[src/rtl/pilha_ula_seq.sv]
// pilha_ula_seq: parametrised LIFO operand stack feeding a two-operand ALU.
// A single exec request pops B then A, computes f(A,B) and pushes the result.
module pilha_ula_seq #(
    parameter int unsigned WIDTH = 8,
    parameter int unsigned DEPTH = 16,
    parameter int unsigned OPW   = 5,
    parameter int unsigned CNTW  = $clog2(DEPTH + 1)
) (
    input  logic             clk,
    input  logic             rst,
    input  logic             push,
    input  logic             pop,
    input  logic [WIDTH-1:0] din,
    input  logic             exec,
    input  logic [OPW-1:0]   opcode,
    output logic             busy,
    output logic             done,
    output logic             empty,
    output logic             full,
    output logic [CNTW-1:0]  count,
    output logic [WIDTH-1:0] top,
    output logic [WIDTH-1:0] tmp1,
    output logic [WIDTH-1:0] tmp2,
    output logic [WIDTH-1:0] s_ula,
    output logic             carryout,
    output logic             err_underflow,
    output logic             err_overflow
);

    localparam int unsigned AW = $clog2(DEPTH);

    localparam logic [OPW-1:0] OP_ADD  = OPW'(0);
    localparam logic [OPW-1:0] OP_SUB  = OPW'(1);
    localparam logic [OPW-1:0] OP_AND  = OPW'(2);
    localparam logic [OPW-1:0] OP_OR   = OPW'(3);
    localparam logic [OPW-1:0] OP_XOR  = OPW'(4);
    localparam logic [OPW-1:0] OP_NAND = OPW'(5);
    localparam logic [OPW-1:0] OP_SHL  = OPW'(6);
    localparam logic [OPW-1:0] OP_SHR  = OPW'(7);

    typedef enum logic [2:0] {
        S_IDLE,
        S_POP_B,
        S_POP_A,
        S_CALC,
        S_PUSH_R
    } state_t;

    state_t           state_q, state_d;
    logic [CNTW-1:0]  count_q, count_d;
    logic [OPW-1:0]   op_q, op_d;
    logic [WIDTH-1:0] tmp1_q, tmp1_d;
    logic [WIDTH-1:0] tmp2_q, tmp2_d;
    logic [WIDTH-1:0] s_ula_q, s_ula_d;
    logic             carry_q, carry_d;
    logic             busy_q, busy_d;
    logic             done_q, done_d;
    logic             empty_q, empty_d;
    logic             full_q, full_d;
    logic             err_un_q, err_un_d;
    logic             err_ov_q, err_ov_d;

    logic [WIDTH-1:0] stack_q [DEPTH];
    logic             we;
    logic [AW-1:0]    waddr;
    logic [WIDTH-1:0] wdata;

    logic [AW-1:0]    top_idx;
    logic [AW-1:0]    push_idx;
    logic [WIDTH-1:0] top_val;
    logic [WIDTH-1:0] alu_s;
    logic             alu_c;
    logic [WIDTH:0]   sum_w;

    assign top_idx  = AW'(count_q - CNTW'(1));
    assign push_idx = AW'(count_q);
    assign top_val  = (count_q == '0) ? '0 : stack_q[top_idx];

    // ALU on the operand registers; only consumed in CALC
    always_comb begin
        alu_s = tmp1_q;
        alu_c = 1'b0;
        sum_w = {1'b0, tmp1_q} + {1'b0, tmp2_q};
        case (op_q)
            OP_ADD:  begin alu_s = sum_w[WIDTH-1:0]; alu_c = sum_w[WIDTH]; end
            OP_SUB:  begin alu_s = tmp1_q - tmp2_q;  alu_c = (tmp1_q < tmp2_q); end
            OP_AND:  alu_s = tmp1_q & tmp2_q;
            OP_OR:   alu_s = tmp1_q | tmp2_q;
            OP_XOR:  alu_s = tmp1_q ^ tmp2_q;
            OP_NAND: alu_s = ~(tmp1_q & tmp2_q);
            OP_SHL:  begin alu_s = {tmp1_q[WIDTH-2:0], 1'b0}; alu_c = tmp1_q[WIDTH-1]; end
            OP_SHR:  begin alu_s = {1'b0, tmp1_q[WIDTH-1:1]}; alu_c = tmp1_q[0]; end
            default: begin alu_s = tmp1_q; alu_c = 1'b0; end
        endcase
    end

    // Next-state, stack update and registered-output logic
    always_comb begin
        state_d  = state_q;
        count_d  = count_q;
        op_d     = op_q;
        tmp1_d   = tmp1_q;
        tmp2_d   = tmp2_q;
        s_ula_d  = s_ula_q;
        carry_d  = carry_q;
        done_d   = 1'b0;
        err_un_d = err_un_q;
        err_ov_d = err_ov_q;
        we       = 1'b0;
        waddr    = '0;
        wdata    = '0;

        case (state_q)
            S_IDLE: begin
                if (exec) begin
                    if (count_q >= CNTW'(2)) begin
                        op_d    = opcode;
                        state_d = S_POP_B;
                    end else begin
                        err_un_d = 1'b1;
                    end
                end else if (push && pop) begin
                    // replace top; on an empty stack this degenerates to a push
                    we    = 1'b1;
                    wdata = din;
                    if (count_q != '0) begin
                        waddr = top_idx;
                    end else begin
                        waddr   = push_idx;
                        count_d = count_q + CNTW'(1);
                    end
                end else if (push) begin
                    if (count_q == CNTW'(DEPTH)) begin
                        err_ov_d = 1'b1;
                    end else begin
                        we      = 1'b1;
                        waddr   = push_idx;
                        wdata   = din;
                        count_d = count_q + CNTW'(1);
                    end
                end else if (pop) begin
                    if (count_q == '0) begin
                        err_un_d = 1'b1;
                    end else begin
                        count_d = count_q - CNTW'(1);
                    end
                end
            end
            S_POP_B: begin
                tmp2_d  = top_val;
                count_d = count_q - CNTW'(1);
                state_d = S_POP_A;
            end
            S_POP_A: begin
                tmp1_d  = top_val;
                count_d = count_q - CNTW'(1);
                state_d = S_CALC;
            end
            S_CALC: begin
                s_ula_d = alu_s;
                carry_d = alu_c;
                state_d = S_PUSH_R;
            end
            S_PUSH_R: begin
                // two entries were freed, so this push cannot overflow
                we      = 1'b1;
                waddr   = push_idx;
                wdata   = s_ula_q;
                count_d = count_q + CNTW'(1);
                done_d  = 1'b1;
                state_d = S_IDLE;
            end
            default: state_d = S_IDLE;
        endcase

        busy_d  = (state_d != S_IDLE);
        empty_d = (count_d == '0);
        full_d  = (count_d == CNTW'(DEPTH));
    end

    // Control and datapath registers, synchronous reset
    always_ff @(posedge clk) begin
        if (rst) begin
            state_q  <= S_IDLE;
            count_q  <= '0;
            op_q     <= '0;
            tmp1_q   <= '0;
            tmp2_q   <= '0;
            s_ula_q  <= '0;
            carry_q  <= 1'b0;
            busy_q   <= 1'b0;
            done_q   <= 1'b0;
            empty_q  <= 1'b1;
            full_q   <= 1'b0;
            err_un_q <= 1'b0;
            err_ov_q <= 1'b0;
        end else begin
            state_q  <= state_d;
            count_q  <= count_d;
            op_q     <= op_d;
            tmp1_q   <= tmp1_d;
            tmp2_q   <= tmp2_d;
            s_ula_q  <= s_ula_d;
            carry_q  <= carry_d;
            busy_q   <= busy_d;
            done_q   <= done_d;
            empty_q  <= empty_d;
            full_q   <= full_d;
            err_un_q <= err_un_d;
            err_ov_q <= err_ov_d;
        end
    end

    // Stack storage; contents are not reset
    always_ff @(posedge clk) begin
        if (we && !rst) begin
            stack_q[waddr] <= wdata;
        end
    end

    assign busy          = busy_q;
    assign done          = done_q;
    assign empty         = empty_q;
    assign full          = full_q;
    assign count         = count_q;
    assign top           = top_val;
    assign tmp1          = tmp1_q;
    assign tmp2          = tmp2_q;
    assign s_ula         = s_ula_q;
    assign carryout      = carry_q;
    assign err_underflow = err_un_q;
    assign err_overflow  = err_ov_q;

endmodule

[config.mk]
export PLATFORM = sky130hd
export DESIGN_NAME = pilha_ula_seq
export DESIGN_NICKNAME = d
export VERILOG_FILES = /design/src/rtl/pilha_ula_seq.sv
export SDC_FILE = /design/constraint.sdc
export NUM_CORES = 1
export LEC_CHECK = 0
export ABC_AREA = 1
export CAP_MARGIN = 20
export CORE_ASPECT_RATIO = 1.5
export CORE_MARGIN = 3
export CORE_UTILIZATION = 47
export DETAILED_ROUTE_END_ITERATION = 8
export GPL_TIMING_DRIVEN = 0
export PLACE_DENSITY_LB_ADDON = 0.25
export SETUP_SLACK_MARGIN = 0.3
export SKIP_CTS_REPAIR_TIMING = 1
export SLEW_MARGIN = 20
export SYNTH_ARGS = -nofsm -noshare
export SYNTH_HDL_FRONTEND = slang
export SYNTH_SLANG_ARGS = --single-unit
[constraint.sdc]
create_clock -name clk -period 2.6 [get_ports clk]
set_clock_uncertainty 0.1 [all_clocks]
set_input_delay 0.52 -clock clk [delete_from_list [all_inputs] [get_ports clk]]
set_output_delay 0.52 -clock clk [all_outputs]
set_load 0.01 [all_outputs]
== Word level (Yosys, flattened, before mapping) ==
Memory sizes are Yosys's and may differ from the RTL's.
Cells that the tools add are included.

* Logic and storage cells: 96
* Output and inout port bits: 44
* Memories: 1
* Register bits: 44
* RAM bits: 128
* Input port bits: 18

* Mux-type cells: 39
* $lt $le $gt $ge: 2
* Bitwise operators: 6
* Reductions and logical operators: 15
* $add $sub $neg: 4
* Eq/ne operators: 16

{| class="wikitable"
|+ Memories
! name !! depth !! bits a word !! read ports !! clocked after memory_dff !! write ports !! line !! RTL
|-
| stack_q || 16 || 8 || 1 || 0 || 1 || 63 || <nowiki>logic [WIDTH-1:0] stack_q [DEPTH];</nowiki>
|}

{| class="wikitable"
|+ Operators by type and width
! cell !! count
|-
| 8-bit case mux with 8 select lines || 1
|-
| 8-bit two-way mux || 5
|-
| 5-bit two-way mux || 7
|-
| 5-bit by 3-bit equality test with 1-bit output, second input constant || 4
|-
| 4-bit two-way mux || 5
|-
| 8-bit case mux with 2 select lines || 1
|-
| 5-bit zero test || 3
|-
| 5-bit case mux with 3 select lines || 1
|-
| 1-bit two-way mux || 13
|-
| 3-bit case mux with 4 select lines || 1
|-
| 5-bit by 2-bit equality test with 1-bit output, second input constant || 2
|-
| 5-bit equality test, second input constant || 2
|-
| 8-bit by 8-bit adder with 9-bit output || 1
|-
| 8-bit bitwise AND || 1
|-
| 8-bit less-than comparator || 1
|-
| 8-bit NOT || 1
|-
| 8-bit OR || 1
|-
| 4-bit case mux with 2 select lines || 1
|-
| 8-bit subtractor || 1
|-
| 8-bit bitwise XOR || 1
|-
| 3-bit by 2-bit equality test with 1-bit output, second input constant || 2
|-
| 3-bit two-way mux || 2
|-
| 6-bit AND reduction || 1
|-
| 5-bit by 1-bit adder with 5-bit output, second input constant || 1
|-
| 19 further kinds || 23
|}

== Longest topological paths before layout ==
* Depth in word-level cells: 9
* Mapped depth: 17
* Mapped depth without buffers: 14

== Least setup slack after synthesis ==
No wires, ideal clock.

* Kind: reg2out
* From: reg count_q[0], in the netlist count[0]
* To: out top[2]
* Path slack: -398 ps
* Cell stages (with the launch flop): 15
* Data arrival time: 2378 ps
* Required time: 1980 ps
* Buffers on the path: 5
* Cell sequence: dfxtp_1 buf_2 inv_2 buf_2 buf_2 ha_1 buf_2 inv_2 clkbuf_1 o21ai_0 o221ai_1 o21ai_1 nand2_1 nand3_1 inv_1

* Cells in the longest elaborated chain, start to end: 3
* Elaborated cells on any way between the ends: 4
* Those cells by class: 1 x add/sub; 1 x mux; 1 x reduce/logical; 1 x memory

{| class="wikitable"
|+ RTL lines
! what !! line !! RTL
|-
| start, declared || 50 || <nowiki>logic [CNTW-1:0] count_q, count_d;</nowiki>
|-
| start signal, assigned || 199 || <nowiki>count_q <= count_d;</nowiki>
|-
| 5-bit by 1-bit subtractor with 5-bit output || n/a ||
|-
| memory read 16 x 8 bit || n/a ||
|-
| 8-bit two-way mux * || 77 || <nowiki>assign top_val = (count_q == '0) ? '0 : stack_q[top_idx];</nowiki>
|-
| end, declared || 21 || <nowiki>output logic [WIDTH-1:0] top,</nowiki>
|}

Every way passes the cells marked *; elsewhere a longest branch is shown, timed or not.

== Worst setup path after layout ==
* From: reg count_q[0], in the netlist count[0]
* To: out top[0]

Same word-level chain as after synthesis.

==> results_dict.tcl <==
set metrics [dict create \
    gp_congestion 0.9559 \
    min_period_ns 3.312 \
    synth-main-ff-cell "edfxtp_1" \
    fin_tns_setup_ns -6.005 \
    cts_max_path_buffers 2 \
    fin_area_um2 11360 \
    yosysMostFrequentCell "nand2_1" \
    clk_latency_ns 0.44 \
    ir_drop_mv 0.7248 \
    async_flop_share_pct 0 \
    ys_seq_area_share_pct 53.78 \
    grt_usage_pct 25.99 \
    grt_overflow_total 0 \
    slew_headroom_pct 42.16 \
    vias 7547 \
    final_util_pct 62.53 \
    synthesis.nets 1014 \
    cts_tree "done" \
    crit_path_end_kind "output pin" \
    finalSetupViolations 41 \
    drt_pass1_iterations 7 \
    critPathMaxFanout 7 \
    postRouteAntennaNets 0 \
    chipWidth_um 117.6 \
    ctsHtreeMaxLevel 4 \
    die_h_um 173.4 \
    clk_pin_slew_ns 0.07 \
    synth_top_area_share_pct 43.75 \
    drive_above_1_share_pct 21.23 \
    drt_wl_total_mm 27.68 \
    portBuffers 59 \
    drv_slew 0 \
    maxCapViolCount 0 \
    max_freq_mhz 302.0 \
    yosys.cell_types.count 45 \
    min_path_type "input pin to flip-flop" \
    clockRootBuffer "clkbuf_16" \
    dp_slack_ns -0.9996 \
    cp.arrival_ns 2.69 \
    start_util_pct 48.35 \
    violations "setup timing" \
    nets 1129 \
    synthToLayoutAreaGrowth_pct 29.31 \
    grt_pass1_vias 7241 \
    rsz0062_at_grt "yes" \
    core_area_um2 18170 \
    yosys_register_bits 172 \
    cts.sinks 172 \
    status "finished with violations" \
    synth_edf_count 128 \
    rows 60 \
    hold_viol 0 \
    hpwl_mm 20.18 \
    path_delay_family "buffers and inverters" \
    critPathBufInv 9 \
    antenna_found_initial 0 \
    ff_latch_area_um2 4747 \
    syn_area_um2 8785 \
    finalCritPeriodShare_pct 127.4 \
    multi_input_area_um2 4020 \
    io_pins 62 \
    cp_cell_sequence "buf_8 -> inv_8 -> buf_8 -> buf_12 -> ha_4 -> buf_12 -> clkinv_8 -> clkbuf_16 -> a21oi_2 -> a22oi_2 -> o21ai_1 -> nand2_1 -> nand3_2 -> inv_2 -> buf_6" \
    worstPathRequired_ns 1.98 \
    critPathLaunchType "flip-flop" \
    fin_ws_ns -0.7116 \
    viasPerCell 5.628 \
    grt_first_pass_wirelength_mm 40.85 \
    drc 0 \
    yosys-top-cells-count "nand2_1 (207), edfxtp_1 (128), a21oi_1 (96), nor2_1 (86), nand3_1 (82)" \
    synth_top_area_cell "edfxtp_1" \
    synth_area_leaders "edfxtp_1 (44%), dfxtp_1 (10%), nand2_1 (8.8%)" \
    placed_area_um2 9917 \
    syn_area_per_cell_um2 9.103 \
    power_per_cell_area_nw_per_um2 1334 \
    diodes 0 \
    synthCells 965 \
    drt_iter0_drc 640 \
    yosysWarnings 0 \
    cpPeakStageDelay_ns 0.37 \
    wire_per_inst_um 20.64 \
    leakagePower_nw 4.304 \
    fill_cells 1514 \
    critPathSlowestCell "dfxtp_4" \
    grt_max_degree 22 \
    cts_buffers 17 \
    max_slew.worst_pin.slew_ns 0.8644 \
    dieArea_um2 20400 \
    worstSetupPathType "flip-flop to output pin" \
    finalPower_mw 15.16 \
]
==> final cells by class <==
cell class                      count  share of cell area [%]
Buffer                             40                   2.754
Clock buffer                       17                   3.745
Clock inverter                     15                   1.795
Inverter                           86                   3.150
Multi-Input combinational cell    667                   35.39
Sequential cell                   172                   41.79
Tap cell                          248                   2.732
Timing Repair Buffer               95                   8.569
Timing Repair inverter              1                 0.07710
==> state kept, by name (all words and copies together), names as in the netlist <==
register / count
busy: 1
carryout: 1
count: 5
done: 1
empty: 1
err_overflow: 1
err_underflow: 1
full: 1
op_q: 5
s_ula: 8
stack_q: 128
state_q: 3
tmp1: 8
tmp2: 8
==> cells by family (layout without fill, tap and decap cells) <==
| group | after synthesis | after routing | synth area share (%) |
|---|---|---|---|
| simple gates | 408 | 408 | 20.01 |
| compound gates | 226 | 226 | 15.18 |
| flops | 172 | 172 | 53.78 |
| buf+inv | 126 | 254 | 6.025 |
| fa+ha+maj | 31 | 31 | 4.586 |
| xor+xnor | 2 | 2 | 0.4131 |
==> tightest hold or removal path, cell delays in order <==
cell and delay, ns:
buf_6 0.12, nand2_1 0.09, a211oi_1 0.08
==> power breakdown <==
part / total (mW) / switching [mW] / leakage [nW] / internal, mW
Clock: 2.59 / 1.26 / 0.302 / 1.32
Sequential: 3.52 / 0.295 / 1.55 / 3.23
Combinational: 9.05 / 5.39 / 2.46 / 3.66
Total: 15.2 / 6.95 / 4.30 / 8.21
==> per-layer routing <==
layer	GRT usage (%)	vias up	routed length [um]
met5	0	-	0
li1	-	3604	-
met2	49.48	237	15090
met1	27.32	3618	10030
met3	2.906	88	881
met4	14.91	0	1680
==> path summary, 6_finish.rpt <==
kind / startpoint / endpoint / slack [ns] / depth (start not counted)
max: count[0] / top[0] / -0.71 / 15
min: exec / busy / 0.34 / 3
max reg2reg: count[0] / stack_q[10][6] / -0.04 / 14
min reg2reg: op_q[1] / op_q[1] / 0.38 / 2
==> layout by cell type (no fill, tap or decap), types with 20 or more instances in the layout <==
cell and n:
inv_1 62, nor2_1 67, edfxtp_1 128, clkdlybuf4s50_1 51, clkbuf_16 21, o21ai_0 48
nor2_4 20, nand3_1 69, a21oi_1 84, dfxtp_1 34, buf_4 27, nand2_1 201
ha_1 24
==> stage by stage <==
stage	hold slack (ns)	std cells
6_report	0.3409	1341
2_1_floorplan	0.3447	965
3_3_place_gp	0.3592	1272
3_5_place_dp	0.3666	1272
4_1_cts	0.3303	1304
5_1_grt	0.3871	1341
(Power assumes the default switching activity.)
